<file path="config.mk">
export PLATFORM = sky130hd
export DESIGN_NAME = lane_array_packer_flat
export DESIGN_NICKNAME = d
export VERILOG_FILES = /design/src/rtl/lane_array_packer_if.sv /design/src/rtl/lane_array_packer.sv /design/src/flat_wrapper.sv
export SDC_FILE = /design/constraint.sdc
export NUM_CORES = 1
export LEC_CHECK = 0
export ABC_AREA = 1
export CAP_MARGIN = 25
export CELL_PAD_IN_SITES_DETAIL_PLACEMENT = 1
export CELL_PAD_IN_SITES_GLOBAL_PLACEMENT = 2
export CORE_MARGIN = 2
export CORE_UTILIZATION = 28
export DETAILED_ROUTE_END_ITERATION = 10
export GPL_TIMING_DRIVEN = 0
export PLACE_DENSITY_LB_ADDON = 0.15
export SLEW_MARGIN = 0
export SYNTH_ARGS = -nofsm -noshare
export SYNTH_HDL_FRONTEND = slang
export SYNTH_SLANG_ARGS = --single-unit
</file>
<file path="constraint.sdc">
create_clock -name clk -period 1.4 [get_ports clk]
set_input_delay 0.28 -clock clk [delete_from_list [all_inputs] [get_ports clk]]
set_output_delay 0.28 -clock clk [all_outputs]
set_load 0.1 [all_outputs]
</file>
<file path="src/rtl/lane_array_packer_if.sv">
// Purpose: beat-in / word-out handshake bundle for lane_array_packer (optional out_par with LANE_ARR_PARITY_EN).
// Latency: none, this file only groups wires.
// Backpressure: carries in_ready/out_ready; the packer decides the policy.
interface lane_array_packer_if #(
    parameter int NLANES = 8,
    parameter int LANEW  = 4
) ();
    localparam int CNTW = $clog2(NLANES + 1);

    logic                    in_valid;
    logic                    in_ready;
    logic [LANEW-1:0]        in_data;
    logic                    in_last;
    logic                    out_valid;
    logic                    out_ready;
    logic [NLANES*LANEW-1:0] out_data;
    logic [CNTW-1:0]         out_count;
`ifdef LANE_ARR_PARITY_EN
    logic [NLANES-1:0]       out_par;
`endif

    // Packer side.
    modport slave (
        input  in_valid, in_data, in_last, out_ready,
        output in_ready, out_valid, out_data, out_count
`ifdef LANE_ARR_PARITY_EN
        , output out_par
`endif
    );

    // Producer/consumer side.
    modport master (
        output in_valid, in_data, in_last, out_ready,
        input  in_ready, out_valid, out_data, out_count
`ifdef LANE_ARR_PARITY_EN
        , input out_par
`endif
    );
endinterface

</file>
<file path="src/rtl/lane_array_packer.sv">
// Purpose: packs LANEW-bit beats into an NLANES-lane word (beat k -> lane k); optional per-lane parity with LANE_ARR_PARITY_EN.
// Latency: final beat accepted at cycle t -> out_valid at t+1.
// Backpressure: in_ready = !out_valid | out_ready; a held word blocks input until it is taken.

// One lane register: load wins over clear so a beat arriving on the output handshake survives.
module lane_array_slot #(
    parameter int W = 4
) (
    input  logic         clk,
    input  logic         rst,
    input  logic         ld,
    input  logic         clr,
    input  logic [W-1:0] d,
`ifdef LANE_ARR_PARITY_EN
    output logic         par,
`endif
    output logic [W-1:0] q
);
    logic [W-1:0] q_d;
`ifdef LANE_ARR_PARITY_EN
    logic         par_d;
`endif

    // Next lane value: load a beat, clear at word handoff, otherwise hold.
    always_comb begin
        q_d = q;
        if (ld)
            q_d = d;
        else if (clr)
            q_d = '0;
`ifdef LANE_ARR_PARITY_EN
        par_d = ^q_d;
`endif
    end

    // Lane storage, parity tracked alongside.
    always_ff @(posedge clk or posedge rst) begin
        if (rst) begin
            q <= '0;
`ifdef LANE_ARR_PARITY_EN
            par <= 1'b0;
`endif
        end else begin
            q <= q_d;
`ifdef LANE_ARR_PARITY_EN
            par <= par_d;
`endif
        end
    end
endmodule

module lane_array_packer #(
    parameter int NLANES = 8,
    parameter int LANEW  = 4
) (
    input logic              clk,
    input logic              rst,
    lane_array_packer_if.slave bus
);
    localparam int CNTW = $clog2(NLANES + 1);
    localparam logic [CNTW-1:0] LAST_IDX = CNTW'(NLANES - 1);

    typedef enum logic {FILL = 1'b0, HOLD = 1'b1} state_t;

    state_t                  state_q, state_d;
    logic [CNTW-1:0]         wr_ptr_q, wr_ptr_d;
    logic [CNTW-1:0]         count_q, count_d;
    logic                    out_valid;
    logic                    accept;
    logic                    handoff;
    logic [NLANES-1:0]       lane_ld;
    logic [NLANES-1:0]       lane_clr;
    logic [NLANES*LANEW-1:0] lane_q;

    assign out_valid     = (state_q == HOLD);
    assign bus.in_ready  = !out_valid || bus.out_ready;
    assign bus.out_valid = out_valid;
    assign bus.out_count = count_q;
    assign bus.out_data  = lane_q;
    assign accept        = bus.in_valid && bus.in_ready;
    assign handoff       = out_valid && bus.out_ready;

    // Lane strobes: the accepted beat goes to the lane under wr_ptr; every lane clears on handoff.
    always_comb begin
        lane_clr = {NLANES{handoff}};
        lane_ld  = '0;
        for (int i = 0; i < NLANES; i++)
            lane_ld[i] = accept && (wr_ptr_q == CNTW'(i));
    end

    lane_array_slot #(.W(LANEW)) lane [NLANES-1:0] (
        .clk (clk),
        .rst (rst),
        .ld  (lane_ld),
        .clr (lane_clr),
        .d   ({NLANES{bus.in_data}}),
`ifdef LANE_ARR_PARITY_EN
        .par (bus.out_par),
`endif
        .q   (lane_q)
    );

    // FILL/HOLD sequencing. In HOLD wr_ptr is 0, so a beat taken on handoff opens the next word at lane 0.
    always_comb begin
        state_d  = state_q;
        wr_ptr_d = wr_ptr_q;
        count_d  = count_q;
        case (state_q)
            FILL: begin
                if (accept) begin
                    if (wr_ptr_q == LAST_IDX || bus.in_last) begin
                        state_d  = HOLD;
                        count_d  = wr_ptr_q + 1'b1;
                        wr_ptr_d = '0;
                    end else begin
                        wr_ptr_d = wr_ptr_q + 1'b1;
                    end
                end
            end
            HOLD: begin
                if (handoff) begin
                    if (accept && bus.in_last) begin
                        state_d  = HOLD;
                        count_d  = CNTW'(1);
                        wr_ptr_d = '0;
                    end else begin
                        state_d  = FILL;
                        count_d  = '0;
                        wr_ptr_d = accept ? CNTW'(1) : '0;
                    end
                end
            end
            default: begin
                state_d  = FILL;
                wr_ptr_d = '0;
                count_d  = '0;
            end
        endcase
    end

    // Control state registers.
    always_ff @(posedge clk or posedge rst) begin
        if (rst) begin
            state_q  <= FILL;
            wr_ptr_q <= '0;
            count_q  <= '0;
        end else begin
            state_q  <= state_d;
            wr_ptr_q <= wr_ptr_d;
            count_q  <= count_d;
        end
    end
endmodule

</file>
<file path="src/flat_wrapper.sv">
// flat-port wrapper written by rule: the top's interface ports become plain ports
module lane_array_packer_flat 
#(
    parameter int NLANES = 8,
    parameter int LANEW  = 4
)
  (clk, rst, bus_in_valid, bus_in_data, bus_in_last, bus_out_ready, bus_in_ready, bus_out_valid, bus_out_data, bus_out_count);
  lane_array_packer_if #(.NLANES(NLANES), .LANEW(LANEW)) bus_i ();
  input logic clk;
  input logic rst;
  input wire logic [$bits(bus_i.in_valid)-1:0] bus_in_valid;
  input wire logic [$bits(bus_i.in_data)-1:0] bus_in_data;
  input wire logic [$bits(bus_i.in_last)-1:0] bus_in_last;
  input wire logic [$bits(bus_i.out_ready)-1:0] bus_out_ready;
  output wire logic [$bits(bus_i.in_ready)-1:0] bus_in_ready;
  output wire logic [$bits(bus_i.out_valid)-1:0] bus_out_valid;
  output wire logic [$bits(bus_i.out_data)-1:0] bus_out_data;
  output wire logic [$bits(bus_i.out_count)-1:0] bus_out_count;
  assign bus_i.in_valid = bus_in_valid;
  assign bus_i.in_data = bus_in_data;
  assign bus_i.in_last = bus_in_last;
  assign bus_i.out_ready = bus_out_ready;
  assign bus_in_ready = bus_i.in_ready;
  assign bus_out_valid = bus_i.out_valid;
  assign bus_out_data = bus_i.out_data;
  assign bus_out_count = bus_i.out_count;
  lane_array_packer #(.NLANES(NLANES), .LANEW(LANEW)) u_core (.clk(clk), .rst(rst), .bus(bus_i));
endmodule
</file>
==> results.md <==
* Max-slew headroom at 65.4%
* Starting DRT DRC Count at 30
* Netlist cell types at 21
* Hold Violations, Final at 0
* TritonCTS clock tree: built
* Layout cells sized above 1 at 31.7%
* Initial Util at 29.2%
* Synthesis-to-finish area growth at 36.6%
* Num ports at 47
* RSZ-0062 raised after global routing: true
* Yosys top cell area share at 55.0%
* DR pass1 iterations at 4
* Power Dens Cells at 1770 nW/um2
* Detailed placement HPWL at 3700 um
* Die Wd at 85.7 um
* Post-CTS Hold Fix Bufs at 0
* Max clock buf depth at 2
* Register area share after synthesis at 55.0%
* Gpl congestion at 0.699
* Post-synthesis cell count at 222
* First-pass GRT wire length at 8480 um
* DIE AREA at 7340 um2
* Min cycle time layout at 1.42 ns
* Pre-CTS worst setup slack at -1.08 ns
* Worst path required time at 1.12 ns
* Grt ovf at 0
* Max FO, Critical Path at 7
* Crit. End Element: output port
* Drt wl/cell at 14.0 um
* H-tree Lvls at 2
* Mapped Nets at 235
* Die height at 85.7 um
* WL final at 5020 um
* CP Class: reg -> out
* Clk sinks at 41
* Max Transition Viols Final at 0
* Setup Skew at 0.00411 ns
* YS warnings at 0
* CP Launch Type: flop
* Ranking of synthesized cells by area: dfrtp_1, nand2_1, nand3_1, o21ai_0, inv_1
* Clock Latency Late Sink at 0.29 ns
* Antenna fix cells at 0
* IO Port Bufs at 46
* Mapped Avg Cell Area at 8.41 um2
* Via count at 1604
* Arrival time at the worst endpoint at 1.14 ns
* Final-report setup violation count at 1
* Gr usage total at 14.7%
* Initial antenna violation count at 0
* Post-DRT Antenna Nets at 0
* Setup total negative slack at -0.0181 ns
* Cell taking the most area after synthesis: dfrtp_1
* Clock transition at path regs at 0.08 ns
* Core Box Area at 6390 um2
* Worst Slack Setup Final at -0.0181 ns
* Mapped cell area at 1870 um2
* Seq cells post-synth at 41
* Failing checks: negative setup slack
* Filler cells at 760
* Final #Nets at 293
* Largest net degree at the start of global routing at 23
* Vias in the first global route at 1665
* Root buffer cell: clkbuf_8
* Status: complete, but fails checks
* Drt drc at 0
* # rows at 29
* Max Fclk at 705 MHz
* MaxCap Viol Count at 0
* P_leak at 1.41 nW
* Fin Hold WS at 0.345 ns
* Vias per cell at 4.48
* TritonCTS Buffers at 5
* Crit share post-route at 101%
* Tightest Hold Check Type: in -> async
* Worst Tran Pin Value at 0.519 ns
* Maximum vdd ir drop at 1.09 mV
-- worst paths after layout --
kind	startpoint	to	slack, ns	cells after the start
setup / recovery	u_core.bus.out_valid	bus_in_ready	-0.02	2
hold / removal	rst	u_core.lane[6].q[1]	0.35	2
setup reg to reg	u_core.bus.out_valid	u_core.lane[5].q[2]	0.06	5
hold reg to reg	u_core.lane[7].q[2]	u_core.lane[7].q[2]	0.47	2
max in group asynchronous	rst	u_core.bus.out_valid	0.57	3
min in group clk	u_core.lane[7].q[2]	u_core.lane[7].q[2]	0.47	2
-- layout by cell type (no fill, tap or decap), types with 2 or more instances in the layout --
| master | synthesis | routed |
|---|---|---|
| dfrtp_2 | 0 | 3 |
| dlygate4sd2_1 | 0 | 2 |
| inv_4 | 0 | 2 |
| o21ai_0 | 15 | 15 |
| nor2_2 | 1 | 5 |
| clkbuf_4 | 0 | 5 |
| clkdlybuf4s50_1 | 0 | 6 |
| clkinv_2 | 0 | 2 |
| clkbuf_8 | 0 | 5 |
| buf_2 | 0 | 31 |
| nand2_1 | 79 | 68 |
| nand3_1 | 35 | 34 |
| o22ai_1 | 2 | 2 |
| buf_12 | 0 | 2 |
| nor2_4 | 1 | 2 |
| dfrtp_1 | 41 | 37 |
| nand2_4 | 1 | 8 |
| inv_1 | 17 | 13 |
| buf_6 | 2 | 3 |
| inv_2 | 4 | 7 |
| nand2_2 | 1 | 4 |
| nor2_1 | 11 | 6 |
| ha_1 | 4 | 3 |
| buf_4 | 0 | 3 |
-- per-stage QoR --
| step | utilization, % | cell area, um2 | power [mW] | std cells |
|---|---|---|---|---|
| after CTS | 37.8 | 2420 | 4.46 | 354 |
| after global placement | 38.5 | 2460 | 3.83 | 345 |
| after global routing | 39.9 | 2550 | 4.74 | 358 |
| after detailed placement | 38.9 | 2480 | 3.85 | 346 |
| final | 39.9 | 2550 | 4.51 | 358 |
| after floorplan | - | 1900 | 3.27 | 222 |
-- layer usage --
layer	vias up	GRT usage (%)	wire length, um
met5	-	0	0
met4	0	4.33	29
met3	2	3.08	217
met2	33	23.5	2360
met1	746	20.2	2420
li1	823	-	-
-- area by class of cell --
| class | count | area (um2) | area share, % |
|---|---|---|---|
| repair buffers | 51 | 372 | 14.6 |
| inverters | 23 | 91.3 | 3.58 |
| well taps | 77 | 96.3 | 3.78 |
| plain buffers | 3 | 27.5 | 1.08 |
| flip-flops and latches | 41 | 1030 | 40.5 |
| multi-input cells | 155 | 847 | 33.2 |
| clock inverters | 2 | 10.0 | 0.393 |
| clock buffers | 6 | 72.6 | 2.85 |
-- cell usage after synthesis --
cell type	number
buf_6	2
clkinv_1	2
a21oi_4	1
nand2_2	1
nand3b_1	1
o22ai_1	2
nand2_4	1
nor2_2	1
nor2_4	1
inv_1	17
o21ai_0	15
clkbuf_1	1
inv_2	4
nand4_1	1
ha_1	4
nor2_1	11
o21ai_1	1
o211ai_1	1
dfrtp_1	41
nand2_1	79
nand3_1	35
-- state kept, by name, summed over array words and instances (netlist names) --
signal and count:
u_core.wr_ptr_q 4, u_core.bus.out_count 4, u_core.lane.q 32, u_core.bus.out_valid 1
-- kinds of logic (layout without fill, tap and decap cells) --
kind of cell             Yosys count  in the layout  synth area share, %
adder cells (fa/ha/maj)            4              4                 2.68
flip-flops                        41             41                 55.0
AND/OR/NAND/NOR                  131            131                 30.1
buffers and inverters             26             85                 6.03
AO/OA/AOI/OAI                     20             20                 6.23
-- repair_timing --
action,CTS,global route
setup buffers,0,4
setup endpoints to repair,65,43
pin swaps,1,6
resized for setup,207,30
-- power by group --
part           internal (mW)  switching [mW]  leakage, nW
logic                  0.396            1.83        0.813
clock network          0.346           0.397       0.0450
registers               1.39           0.154        0.552
-- critical path, stage by stage, from the launching register on --
cell	delay (ns)
dfrtp_4	0.57
nand2_8	0.11
buf_12	0.17
No activity file was read; power rests on OpenSTA's default activity.
